--- src/rtl/spi_frame_writer.sv ---
// SPI mode-0 slave that packs MOSI into DATA_W-bit words and writes fixed-length
// frames into RAM port A. Define SPI_FRAME_WRITER_DROP_CNT_EN to add drop_cnt.
module spi_frame_writer #(
    parameter int DATA_W      = 16,
    parameter int ADDR_W      = 7,
    parameter int FRAME_WORDS = 64,
    parameter int SYNC_STAGES = 2
) (
    input  logic              clk,
    input  logic              rst,
    input  logic              spi_sclk,
    input  logic              spi_cs_n,
    input  logic              spi_mosi,
    input  logic              readya,
    output logic [ADDR_W-1:0] addra,
    output logic              wea,
    output logic [DATA_W-1:0] dina,
    output logic              finisha,
    output logic              frame_drop,
    output logic              bit_err,
`ifdef SPI_FRAME_WRITER_DROP_CNT_EN
    output logic [15:0]       drop_cnt,
`endif
    output logic              busy
);

    localparam int CNT_W = $clog2(DATA_W);
    localparam logic [CNT_W-1:0]  LAST_BIT  = CNT_W'(DATA_W - 1);
    localparam logic [ADDR_W-1:0] LAST_ADDR = ADDR_W'(FRAME_WORDS - 1);

    typedef enum logic [1:0] {
        WAIT_BUF,
        FILL,
        FINISH,
        HOLD
    } state_t;

    // ---------------- input synchronisers ----------------
    logic [SYNC_STAGES-1:0] sclk_sync_q;
    logic [SYNC_STAGES-1:0] cs_sync_q;
    logic [SYNC_STAGES-1:0] mosi_sync_q;

    genvar gi;
    generate
        for (gi = 0; gi < SYNC_STAGES; gi++) begin : g_sync
            if (gi == 0) begin : g_first
                always_ff @(posedge clk) begin
                    if (rst) begin
                        sclk_sync_q[gi] <= 1'b0;
                        cs_sync_q[gi]   <= 1'b1;
                        mosi_sync_q[gi] <= 1'b0;
                    end else begin
                        sclk_sync_q[gi] <= spi_sclk;
                        cs_sync_q[gi]   <= spi_cs_n;
                        mosi_sync_q[gi] <= spi_mosi;
                    end
                end
            end else begin : g_rest
                always_ff @(posedge clk) begin
                    if (rst) begin
                        sclk_sync_q[gi] <= 1'b0;
                        cs_sync_q[gi]   <= 1'b1;
                        mosi_sync_q[gi] <= 1'b0;
                    end else begin
                        sclk_sync_q[gi] <= sclk_sync_q[gi-1];
                        cs_sync_q[gi]   <= cs_sync_q[gi-1];
                        mosi_sync_q[gi] <= mosi_sync_q[gi-1];
                    end
                end
            end
        end
    endgenerate

    // Edge detect is registered together with cs_n/mosi so all three stay aligned.
    logic sclk_last_q;
    logic rise_q;
    logic cs_q;
    logic mosi_q;

    always_ff @(posedge clk) begin
        if (rst) begin
            sclk_last_q <= 1'b0;
            rise_q      <= 1'b0;
            cs_q        <= 1'b1;
            mosi_q      <= 1'b0;
        end else begin
            sclk_last_q <= sclk_sync_q[SYNC_STAGES-1];
            rise_q      <= sclk_sync_q[SYNC_STAGES-1] & ~sclk_last_q;
            cs_q        <= cs_sync_q[SYNC_STAGES-1];
            mosi_q      <= mosi_sync_q[SYNC_STAGES-1];
        end
    end

    // ---------------- deserialiser ----------------
    logic [CNT_W-1:0]  bit_cnt_q, bit_cnt_d;
    logic [DATA_W-1:0] shift_q, shift_d;
    logic              word_valid_q, word_valid_d;
    logic              bit_err_q, bit_err_d;

    always_comb begin
        bit_cnt_d    = bit_cnt_q;
        shift_d      = shift_q;
        word_valid_d = 1'b0;
        bit_err_d    = 1'b0;
        if (cs_q) begin
            bit_cnt_d = '0;
            bit_err_d = (bit_cnt_q != '0);
        end else if (rise_q) begin
            shift_d = {shift_q[DATA_W-2:0], mosi_q};
            if (bit_cnt_q == LAST_BIT) begin
                bit_cnt_d    = '0;
                word_valid_d = 1'b1;
            end else begin
                bit_cnt_d = bit_cnt_q + 1'b1;
            end
        end
    end

    always_ff @(posedge clk) begin
        if (rst) begin
            bit_cnt_q    <= '0;
            shift_q      <= '0;
            word_valid_q <= 1'b0;
            bit_err_q    <= 1'b0;
        end else begin
            bit_cnt_q    <= bit_cnt_d;
            shift_q      <= shift_d;
            word_valid_q <= word_valid_d;
            bit_err_q    <= bit_err_d;
        end
    end

    // ---------------- frame writer FSM ----------------
    // shift_q holds the completed word while word_valid_q is high.
    state_t            state_q, state_d;
    logic [ADDR_W-1:0] ptr_q, ptr_d;
    logic [DATA_W-1:0] skid_q, skid_d;
    logic              skid_full_q, skid_full_d;
    logic              wea_q, wea_d;
    logic [DATA_W-1:0] dina_q, dina_d;
    logic [ADDR_W-1:0] addra_q, addra_d;
    logic              finisha_q, finisha_d;
    logic              frame_drop_q, frame_drop_d;
    logic              accept;
    logic              do_write;
    logic [DATA_W-1:0] wr_data;

    always_comb begin
        state_d      = state_q;
        ptr_d        = ptr_q;
        skid_d       = skid_q;
        skid_full_d  = skid_full_q;
        wea_d        = 1'b0;
        dina_d       = dina_q;
        addra_d      = addra_q;
        finisha_d    = 1'b0;
        frame_drop_d = 1'b0;
        do_write     = 1'b0;
        wr_data      = shift_q;
        accept       = (state_q == FILL) || ((state_q == WAIT_BUF) && readya);

        case (state_q)
            WAIT_BUF: begin
                if (readya) begin
                    state_d = FILL;
                    ptr_d   = '0;
                    addra_d = '0;
                end
            end
            FINISH: begin
                addra_d   = '0;
                finisha_d = 1'b1;
                state_d   = HOLD;
            end
            HOLD: begin
                state_d = WAIT_BUF;
            end
            default: begin
            end
        endcase

        if (accept) begin
            // A parked word always goes first; a simultaneous new word refills the skid.
            if (skid_full_q) begin
                do_write = 1'b1;
                wr_data  = skid_q;
                if (word_valid_q) begin
                    skid_d = shift_q;
                end else begin
                    skid_full_d = 1'b0;
                end
            end else if (word_valid_q) begin
                do_write = 1'b1;
                wr_data  = shift_q;
            end
        end else if (word_valid_q) begin
            if (state_q == WAIT_BUF || skid_full_q) begin
                frame_drop_d = 1'b1;
            end else begin
                skid_full_d = 1'b1;
                skid_d      = shift_q;
            end
        end

        if (do_write) begin
            wea_d   = 1'b1;
            dina_d  = wr_data;
            addra_d = ptr_q;
            if (ptr_q == LAST_ADDR) begin
                state_d = FINISH;
                ptr_d   = '0;
            end else begin
                state_d = FILL;
                ptr_d   = ptr_q + 1'b1;
            end
        end
    end

    always_ff @(posedge clk) begin
        if (rst) begin
            state_q      <= WAIT_BUF;
            ptr_q        <= '0;
            skid_q       <= '0;
            skid_full_q  <= 1'b0;
            wea_q        <= 1'b0;
            dina_q       <= '0;
            addra_q      <= '0;
            finisha_q    <= 1'b0;
            frame_drop_q <= 1'b0;
        end else begin
            state_q      <= state_d;
            ptr_q        <= ptr_d;
            skid_q       <= skid_d;
            skid_full_q  <= skid_full_d;
            wea_q        <= wea_d;
            dina_q       <= dina_d;
            addra_q      <= addra_d;
            finisha_q    <= finisha_d;
            frame_drop_q <= frame_drop_d;
        end
    end

`ifdef SPI_FRAME_WRITER_DROP_CNT_EN
    logic [15:0] drop_cnt_q;

    always_ff @(posedge clk) begin
        if (rst) begin
            drop_cnt_q <= '0;
        end else if (frame_drop_q && drop_cnt_q != 16'hFFFF) begin
            drop_cnt_q <= drop_cnt_q + 16'd1;
        end
    end

    assign drop_cnt = drop_cnt_q;
`endif

    assign addra      = addra_q;
    assign wea        = wea_q;
    assign dina       = dina_q;
    assign finisha    = finisha_q;
    assign frame_drop = frame_drop_q;
    assign bit_err    = bit_err_q;
    assign busy       = (state_q == FILL);

endmodule
--- config.mk ---
export PLATFORM = sky130hd
export DESIGN_NAME = spi_frame_writer
export DESIGN_NICKNAME = d
export VERILOG_FILES = /design/src/rtl/spi_frame_writer.sv
export SDC_FILE = /design/constraint.sdc
export NUM_CORES = 1
export LEC_CHECK = 0
export CAP_MARGIN = 15
export CORE_MARGIN = 3
export CORE_UTILIZATION = 50
export DETAILED_ROUTE_END_ITERATION = 16
export GPL_ROUTABILITY_DRIVEN = 0
export PLACE_DENSITY = 0.71
export SYNTH_ARGS = -nofsm -noshare
export SYNTH_HDL_FRONTEND = slang
export SYNTH_SLANG_ARGS = --single-unit
--- constraint.sdc ---
create_clock -name clk -period 2.4 [get_ports clk]
set_input_delay 0.36 -clock clk [delete_from_list [all_inputs] [get_ports clk]]
set_output_delay 0.36 -clock clk [all_outputs]
set_load 0.1 [all_outputs]
==> results of run 1 <==
==> metrics by stage <==
| step | hold slack [ns] | power [uW] | area, um2 | setup slack, ns | cells |
|---|---|---|---|---|---|
| 6_report | 0.387 | 2470 | 3820 | 0.366 | 466 |
| 3_3_place_gp | 0.372 | 1540 | 3640 | 0.261 | 451 |
| 4_1_cts | 0.390 | 2490 | 3820 | 0.351 | 466 |
| 3_5_place_dp | 0.378 | 1550 | 3640 | 0.219 | 451 |
| 2_1_floorplan | 0.367 | 1520 | 3350 | 0.150 | 358 |
| 5_1_grt | 0.415 | 2550 | 3820 | 0.211 | 466 |
==> kinds of logic (layout without fill, tap and decap cells) <==
group	Yosys count	in the layout
XOR/XNOR	4	4
AO/OA/AOI/OAI	77	77
AND/OR/NAND/NOR	141	141
flip-flops	84	84
multiplexers	17	17
adder cells (fa/ha/maj)	7	7
buffers and inverters	28	59
==> cells in the final DEF (no fill, tap or decap), drive strengths merged <==
| master | Yosys | final |
|---|---|---|
| a22o | 6 | 6 |
| and2 | 1 | 1 |
| or3 | 1 | 1 |
| a32oi | 1 | 1 |
| clkbuf | 10 | 10 |
| buf | 13 | 35 |
| a31oi | 1 | 1 |
| nand3 | 2 | 2 |
| xor2 | 2 | 2 |
| o21a | 1 | 1 |
| a21oi | 46 | 46 |
| nand2 | 58 | 58 |
| o221ai | 16 | 16 |
| mux2i | 17 | 17 |
| nor4bb | 1 | 1 |
| nor2b | 9 | 9 |
| nor3b | 2 | 2 |
| xnor2 | 2 | 2 |
| o21ai | 2 | 2 |
| bufinv | 0 | 1 |
| nor3 | 6 | 6 |
| and3 | 2 | 2 |
| clkdlybuf4s50 | 0 | 4 |
| o211a | 2 | 2 |
| or2b | 1 | 1 |
| ha | 7 | 7 |
| or2 | 4 | 4 |
| nor2 | 11 | 11 |
| nand4b | 1 | 1 |
| a311o | 1 | 1 |
| a21o | 1 | 1 |
| dfxtp | 84 | 84 |
| nand2b | 36 | 36 |
| nand3b | 2 | 2 |
| nand4 | 4 | 4 |
| clkinv | 0 | 4 |
| inv | 5 | 5 |
==> how the worst min path moves through the flow <==
| stage | end | slack [ns] |
|---|---|---|
| after global placement | rise_q | 0.37 |
| after detailed placement | rise_q | 0.38 |
| after CTS | rise_q | 0.39 |
| after floorplan | rise_q | 0.37 |
| after global routing | rise_q | 0.42 |
| final | rise_q | 0.39 |
==> critical path: cells and delay by family, from the launching register on <==
kind | cells | cell delay [ns]
adders and majority gates | 1 | 0.31
and+or+nand+nor | 1 | 0.36
DFF | 1 | 0.35
AOI/OAI and AO/OA | 2 | 0.33
muxes | 1 | 0.22
buffers and inverters | 2 | 0.38
==> flip-flops by register name (all words and copies together) (netlist names), 2 cells and up <==
| signal | count |
|---|---|
| bit_cnt_q | 4 |
| sclk_sync_q | 2 |
| cs_sync_q | 2 |
| shift_q | 16 |
| addra | 7 |
| skid_q | 16 |
| state_q | 2 |
| mosi_sync_q | 2 |
| dina | 16 |
| ptr_q | 7 |
==> power groups by stage <==
stage	sequential [uW]	clock, uW	combinational (uW)
3_5_place_dp	1440	0	110
4_1_cts	1410	972	110
3_3_place_gp	1440	0	107
5_1_grt	1410	1030	119
2_1_floorplan	1440	0	84.1
6_report	1410	951	110
==> routing by layer <==
| metal | part of all wire | GRT usage |
|---|---|---|
| met1 | 0.48 | 0.234 |
| met4 | 0.015 | 0.0795 |
| met5 | 0 | 0 |
| met2 | 0.46 | 0.287 |
| met3 | 0.040 | 0.0348 |
==> cell type report <==
class / count / area, um2
Clock buffer: 10 / 128
Clock inverter: 5 / 53.8
Fill cell: 571 / 2600
Inverter: 5 / 18.8
Multi-Input combinational cell: 246 / 1530
Sequential cell: 84 / 1680
Tap cell: 77 / 96.3
Timing Repair Buffer: 39 / 313
==> metrics.csv, run 1 <==
stage;metric;value;unit
synth;synth_warnings;0;
synth;synth-main-ff-cell;dfxtp_1;
detailed_routing;route.detailed.drc;0;
die;core-area;6420;um2
synth;synth.largest_area_cell;dfxtp_1;
die;io_pins;34;
timing;finalSetupTns;0;ns
timing;relSlewSlack;0.571;
synth;avgSynthCellArea;9.36;um2
worst_setup_path;critPathCaptureType;flip-flop;
detailed_routing;wl;6.54;mm
timing;setup_viol;0;
global_routing;grt_overflow_total;0;
hold_path;whs_path_depth;1;
worst_setup_path;crit_end;skid_q[0];
place;numPortBuffers;33;
clock_network;post_cts_resize_count;0;
power;power_frac_clock;0.386;
synth;yosys.area_share.adder;0.0261;
clock_network;cts.path.max_buffers;2;
clock_network;post_cts_buffers;0;
timing;fin_crit;2.03;ns
synth;synth_simple_gate_area_share;0.220;
synth;synth_top_area_share;0.502;
timing;worst_slew_pin_slew;0.643;ns
timing;skew;0.0114;ns
worst_setup_path;critPathMaxStageDelay;0.36;ns
detailed_routing;drtIter0Drc;123;
detailed_routing;ant_nets;0;
hold_path;hp-class;flip-flop to flip-flop;
power;combPwrFrac;0.045;
timing;fmax;492;MHz
power;ir_drop;0.459;mV
detailed_routing;vias_per_cell;5.48;
detailed_routing;wl_per_cell;14.0;um
timing;period_share;0.847;
synth;synthTopCellsByCount;dfxtp_1, nand2_1, a21oi_1;
die;start_util;0.522;
cells_and_area;final_util;0.596;
synth;yosysMostFrequentCell;dfxtp_1;
synth;netlist_area;3350;um2
power;switchingPower;554;uW
timing;rsz0062_at_grt;no;
cells_and_area;diodes;0;
worst_setup_path;r2r_end;skid_q[0];
clock_network;path_clk_slew;0.08;ns
power;swShare;0.224;
synth;synth_mux_area_frac;0.0508;
synth;synth-seq-cells;84;
worst_setup_path;worstSetupStartpointType;flip-flop;
run;cap_violations;0;
cells_and_area;final_nets;398;
detailed_routing;via_count;2553;
die;fp.dieArea;7720;um2
die;die_w;87.9;um
worst_setup_path;slowest_stage;nor2_4;
clock_network;cts_sinks;84;
synth;synth_edf_count;0;
cells_and_area;syn_to_final_growth;14.1;%
clock_network;clock_latency;0.35;ns
global_routing;grt_pass1_vias;2332;
power;leakagePower;0.00134;uW
synth;synth_nets;371;
synth;synth-async-reset-ratio;0;
worst_setup_path;crit_fanout;17;
global_routing;grtUsageTotal;0.179;
die;fp-row-count;29;
hold_path;hold_start;sclk_last_q;
worst_setup_path;crit_required;2.67;ns
power;cell_internal_pwr;1910;uW
worst_setup_path;reg2reg_from;state_q[0];
global_routing;grt_max_degree;38;
clock_network;htree_num_levels;3;
global_routing;grt_first_pass_wirelength;10.9;mm
timing;final_hold_viol_count;0;
power;seq_power_share;0.570;
synth;synth_top_family_by_area;simple AND/OR/NAND/NOR gates;
place;place_hpwl;4.14;mm
worst_setup_path;cp_cell_sequence;inv_1 > ha_1 > a21oi_4 > nor2_4 > o21a_1 > buf_4 > mux2i_1;
global_routing;antenna_found_initial;0;
synth;synth_seq_area_share;0.502;
synth;synthTopCellsByArea;dfxtp_1, a21oi_1, nand2b_1, nand2_1, mux2i_1;
cells_and_area;drive_above_1_share;0.152;
clock_network;numCtsBuffers;9;
worst_setup_path;critPathArrivalTime;2.31;ns
worst_setup_path;reg2reg_slack;0.37;ns
detailed_routing;firstDrtPassIters;4;
synth;netlist_instances;358;
synth;synth_cell_types;42;
timing;slew_viol_final;0;
power;p_per_area;645;nW/um2
worst_setup_path;r2r_cells;7;
worst_setup_path;crit_start;state_q[0];
clock_network;cts_tree;built;
synth;synth-compound-area-share;0.150;
status;status;completed;
worst_setup_path;crit_type;flip-flop to flip-flop;
synth;synthXorXnorAreaFrac;0.0105;
clock_network;cts_root_buf;clkbuf_8;
die;dieHeight;87.9;um
clock_network;cts_hold_buf;0;
Note: power is estimated with default switching activity, not from simulation.
==> run 2: changes to the inputs <==
clock period = 2 ns   (was 2.4 ns; I/O delays follow)
==> run 2 against run 1 <==
  * Sequential power rose by 20%
  * Combinational power grew 25%
  * Non-clock buffer count is 3 higher
  * Power grew 27%
  * Count of clock-buffer cells in the layout rose by 1
  * Critical endpoint is now addra[6]
  * Highest routed layer unchanged
  * Sequential share of layout area fell by 0.82 points
  * Sequential cell count unchanged
  * Critical path depth did not move
  * Largest cell class unchanged
==> metrics.csv, run 2 (synthesis results as in run 1) <==
stage;metric;value;unit;change
status;status;completed;;unchanged
global_routing;grt_max_degree;48;;was 38
die;dieHeight;87.9;um;unchanged
detailed_routing;drtIter0Drc;112;;was 123
power;leakagePower;0.00137;uW;was 0.00134 uW
power;power_frac_clock;0.418;;was 0.386
cells_and_area;final_nets;401;;was 398
clock_network;cts_root_buf;clkbuf_8;;unchanged
detailed_routing;firstDrtPassIters;4;;unchanged
worst_setup_path;critPathArrivalTime;2.07;ns;was 2.31 ns
place;place_hpwl;4.18;mm;was 4.14 mm
global_routing;grt_pass1_vias;2428;;was 2,332
die;fp.dieArea;7720;um2;unchanged
clock_network;cts.path.max_buffers;2;;unchanged
power;swShare;0.207;;was 0.224
cells_and_area;final_cell_mix;dfxtp_1, nand2_1, a21oi_1;;unchanged
global_routing;grt_first_pass_wirelength;11.2;mm;was 10.9 mm
die;start_util;0.522;;unchanged
clock_network;cts_hold_buf;0;;unchanged
worst_setup_path;crit_fanout;7;;was 17
timing;fmax;560;MHz;was 492 MHz
cells_and_area;diodes;0;;unchanged
detailed_routing;route.detailed.drc;0;;unchanged
power;cell_internal_pwr;2490;uW;was 1910 uW
timing;period_share;0.894;;was 0.847
worst_setup_path;critPathCaptureType;flip-flop;;unchanged
power;seq_power_share;0.538;;was 0.570
clock_network;cts_sinks;84;;unchanged
die;fp-row-count;29;;unchanged
worst_setup_path;crit_required;2.29;ns;was 2.67 ns
clock_network;cts_tree;built;;unchanged
hold_path;whs_path_depth;2;;was 1
clock_network;numCtsBuffers;9;;unchanged
cells_and_area;drive_above_1_share;0.162;;was 0.152
clock_network;htree_num_levels;3;;unchanged
global_routing;grt_overflow_total;0;;unchanged
cells_and_area;final_common_cell;dfxtp_1;;unchanged
detailed_routing;vias_per_cell;5.40;;was 5.48
timing;slew_viol_final;0;;unchanged
timing;fin_crit;1.79;ns;was 2.03 ns
timing;worst_slew_pin_slew;0.650;ns;was 0.643 ns
global_routing;antenna_found_initial;0;;unchanged
cells_and_area;syn_to_final_growth;16.3;%;was 14.1%
cells_and_area;stdcell_area;3900;um2;was 3820 um2
timing;rsz0062_at_grt;no;;unchanged
place;numPortBuffers;33;;unchanged
die;die_w;87.9;um;unchanged
timing;finalSetupTns;0;ns;unchanged
worst_setup_path;r2r_cells;7;;unchanged
clock_network;path_clk_slew;0.08;ns;about the same
global_routing;grtUsageTotal;0.186;;was 0.179
detailed_routing;wl;6.50;mm;was 6.54 mm
die;core-area;6420;um2;unchanged
power;ir_drop;0.451;mV;was 0.459 mV
worst_setup_path;crit_type;flip-flop to flip-flop;;unchanged
detailed_routing;ant_nets;0;;unchanged
run;cap_violations;0;;unchanged
clock_network;post_cts_buffers;0;;unchanged
timing;relSlewSlack;0.566;;was 0.571
detailed_routing;via_count;2520;;was 2,553
die;io_pins;34;;unchanged
power;p_per_area;804;nW/um2;was 645 nW/um2
place;place_area;3680;um2;was 3640 um2
power;combPwrFrac;0.044;;was 0.045
detailed_routing;wl_per_cell;13.9;um;was 14.0 um
worst_setup_path;reg2reg_slack;0.21;ns;was 0.37 ns
hold_path;hp-class;primary input to flip-flop;;was flip-flop to flip-flop
power;total_power;3130;uW;was 2470 uW
power;switchingPower;649;uW;was 554 uW
timing;final_hold_viol_count;0;;unchanged
timing;setup_viol;0;;unchanged
worst_setup_path;worstSetupStartpointType;flip-flop;;unchanged
timing;skew;0.00884;ns;was 0.0114 ns
clock_network;clock_latency;0.36;ns;was 0.35 ns
run 2: cell type report:
type,instances,area [um2]
fillers,585,2520
repair buffers,42,348
clock buffers,11,151
flip-flops and latches,84,1680
inverters,5,18.8
well taps,77,96.3
clock inverters,2,60.1
multi-input cells,246,1540
run 2: path summary, 6_finish.rpt:
| path | endpoint | startpoint |
|---|---|---|
| worst max-delay path | addra[6] | state_q[0] |
| worst max register to register | addra[6] | state_q[0] |
| worst min register to register | rise_q | sclk_last_q |
| worst min-delay path | ptr_q[1] | rst |
run 2: power groups by stage:
stage               Combinational, uW  Sequential, uW  Clock [uW]
finish                            137            1690        1310
global route                      149            1690        1410
CTS                               138            1690        1330
detailed placement                137            1730           0
global placement                  134            1730           0
floorplan                         102            1720           0
run 2: per-layer routing:
metal,track usage,share of wire
met3,0.0452,0.044
met1,0.236,0.47
met2,0.297,0.46
met4,0.0921,0.026
met5,0,0
run 2: what timing repair did:
item,4_1_cts,5_1_grt
endpoints found under the hold margin,0,0
resized for setup,0,1
endpoints found under the setup margin,0,6
run 2: stage by stage:
stage	worst slack [ns]	util	hold slack (ns)	std cells
floorplan	0.0924	-	0.367	358
CTS	0.108	0.606	0.289	467
finish	0.213	0.607	0.286	467
global placement	0.182	0.573	0.373	454
global route	0.0621	0.607	0.315	467
detailed placement	0.125	0.573	0.381	454
run 2: worst max-delay path, stage by stage (launching register included):
cell and delay (ns):
dfxtp_1 0.40, inv_1 0.10, ha_1 0.31, a21oi_4 0.28, or2_4 0.21, buf_4 0.17, nand4_1 0.10, a21oi_1 0.14
==> run 3: changes to the inputs <==
CAP_MARGIN = not set   (was 15)
CELL_PAD_IN_SITES_DETAIL_PLACEMENT = 0   (was not set)
CELL_PAD_IN_SITES_GLOBAL_PLACEMENT = 2   (was not set)
CORE_UTILIZATION = 35   (was 50)
PLACE_DENSITY = 0.77   (was 0.71)
==> run 3 against run 2 <==
  * Worst hold slack gained 0.028 ns
  * Non-clock buffer count decreased by 1
  * Clock power about the same
  * Power shrank 0.62%
  * Cell count rose by 11%
  * Design area rose by 1.6%
==> metrics.csv, run 3 (synthesis results as in run 1) <==
stage;metric;value;unit;change
status;status;completed;;unchanged
power;p_per_area;786;nW/um2;was 804 nW/um2
global_routing;met1_usage;0.185;;was 0.236
power;total_power;3110;uW;was 3130 uW
place;place_hpwl;4.34;mm;was 4.18 mm
power;leakagePower;0.00137;uW;about the same
clock_network;path_clk_slew;0.08;ns;about the same
clock_network;cts_tree;built;;unchanged
die;die_w;104;um;was 87.9 um
detailed_routing;drtIter0Drc;107;;was 112
clock_network;cts_sinks;84;;unchanged
worst_setup_path;worstSetupStartpointType;flip-flop;;unchanged
global_routing;antenna_found_initial;0;;unchanged
global_routing;grtUsageTotal;0.133;;was 0.186
timing;finalSetupTns;0;ns;unchanged
timing;fin_ws;0.166;ns;was 0.213 ns
cells_and_area;diodes;0;;unchanged
worst_setup_path;crit_required;2.27;ns;was 2.29 ns
timing;period_share;0.917;;was 0.894
global_routing;grt_max_degree;40;;was 48
global_routing;grt_overflow_total;0;;unchanged
clock_network;cts_root_buf;clkbuf_8;;unchanged
clock_network;numCtsBuffers;9;;unchanged
die;dieHeight;104;um;was 87.9 um
cells_and_area;fill_cells;954;;was 585
global_routing;grt_pass1_vias;2381;;was 2,428
worst_setup_path;critPathArrivalTime;2.10;ns;was 2.07 ns
die;start_util;0.361;;was 0.522
hold_path;hp-class;primary input to flip-flop;;unchanged
timing;skew;0.00699;ns;was 0.00884 ns
timing;relSlewSlack;0.562;;was 0.566
global_routing;grtUsageMet3;0.0261;;was 0.0452
place;placed_cells;505;;was 454
timing;fmax;545;MHz;was 560 MHz
timing;rsz0062_at_grt;no;;unchanged
cells_and_area;final_cell_mix;dfxtp_1, nand2_1, a21oi_1;;unchanged
detailed_routing;firstDrtPassIters;4;;unchanged
cells_and_area;final_common_cell;dfxtp_1;;unchanged
cells_and_area;final_util;0.427;;was 0.607
power;ir_drop;0.380;mV;was 0.451 mV
worst_setup_path;crit_type;flip-flop to flip-flop;;unchanged
detailed_routing;ant_nets;0;;unchanged
worst_setup_path;critPathCaptureType;flip-flop;;unchanged
clock_network;htree_num_levels;3;;unchanged
timing;slew_viol_final;0;;unchanged
run;cap_violations;0;;unchanged
die;core-area;9280;um2;was 6420 um2
die;io_pins;34;;unchanged
cells_and_area;syn_to_final_growth;18.2;%;was 16.3%
worst_setup_path;crit_fanout;16;;was 7
clock_network;post_cts_buffers;0;;unchanged
detailed_routing;wl;7.04;mm;was 6.50 mm
timing;worst_slew_pin_slew;0.657;ns;was 0.650 ns
place;numPortBuffers;33;;unchanged
place;pre_cts_slack;0.108;ns;was 0.125 ns
cells_and_area;final_nets;400;;was 401
clock_network;clock_latency;0.34;ns;was 0.36 ns
global_routing;grt_first_pass_wirelength;11.8;mm;was 11.2 mm
timing;setup_viol;0;;unchanged
clock_network;cts.path.max_buffers;2;;unchanged
detailed_routing;wl_per_cell;13.6;um;was 13.9 um
timing;fin_crit;1.83;ns;was 1.79 ns
detailed_routing;vias_per_cell;4.79;;was 5.40
die;fp-row-count;35;;was 29
detailed_routing;via_count;2488;;was 2,520
cells_and_area;stdcell_count;519;;was 467
die;fp.dieArea;10800;um2;was 7720 um2
cells_and_area;drive_above_1_share;0.156;;was 0.162
global_routing;busiest_layer;met2;;unchanged
timing;final_hold_viol_count;0;;unchanged
detailed_routing;route.detailed.drc;0;;unchanged
global_routing;met2_usage;0.204;;was 0.297
## run 3: changes by cell type in the layout (fill, tap and decap cells not counted), sizes merged
cell / delta
clkbuf: +1
buf: -1
## run 3: report_power, final
group          switching [uW]  internal (uW)
logic                    85.0           54.9
registers                5.82           1680
clock network             562            726
total                     653           2460
## run 3: through the flow
step	area [um2]	hold WS (ns)
floorplan	3350	0.367
global placement	3750	0.372
detailed placement	3750	0.376
CTS	3960	0.275
global route	3960	0.297
finish	3960	0.314
## run 3: layer usage
metal / vias up / share of wire
li1: 1288 / -
met1: 1159 / 0.51
met2: 32 / 0.44
met3: 9 / 0.026
met4: 0 / 0.016
met5: - / 0
## run 3: final cells by class
cell class | instances | area [um2] | share of cell area
Sequential cell | 84 | 1680 | 0.425
Inverter | 5 | 18.8 | 0.00474
Timing Repair Buffer | 41 | 353 | 0.0891
Clock buffer | 12 | 145 | 0.0366
Tap cell | 129 | 161 | 0.0407
Multi-Input combinational cell | 246 | 1540 | 0.389
Clock inverter | 2 | 60.1 | 0.0152
## run 3: worst max-delay path, cell delays in order, from the launching register on
cell and delay (ns):
dfxtp_1 0.40, inv_1 0.08, ha_1 0.31, a21oi_4 0.28
or2_4 0.23, buf_4 0.25, nand2_1 0.08, a21oi_1 0.13
## run 3: what timing repair did
| action | CTS | global route |
|---|---|---|
| hold buffers | 0 | 0 |
| gates resized for setup | 0 | 1 |
| endpoints found under the setup margin | 0 | 6 |
## run 3: path summary, 6_finish.rpt
path,start,end,slack (ns),depth (start not counted)
setup / recovery,state_q[0],dina[10],0.17,7
hold / removal,rst,addra[6],0.31,2
setup reg to reg,state_q[0],dina[10],0.17,7
hold reg to reg,sclk_last_q,rise_q,0.38,1
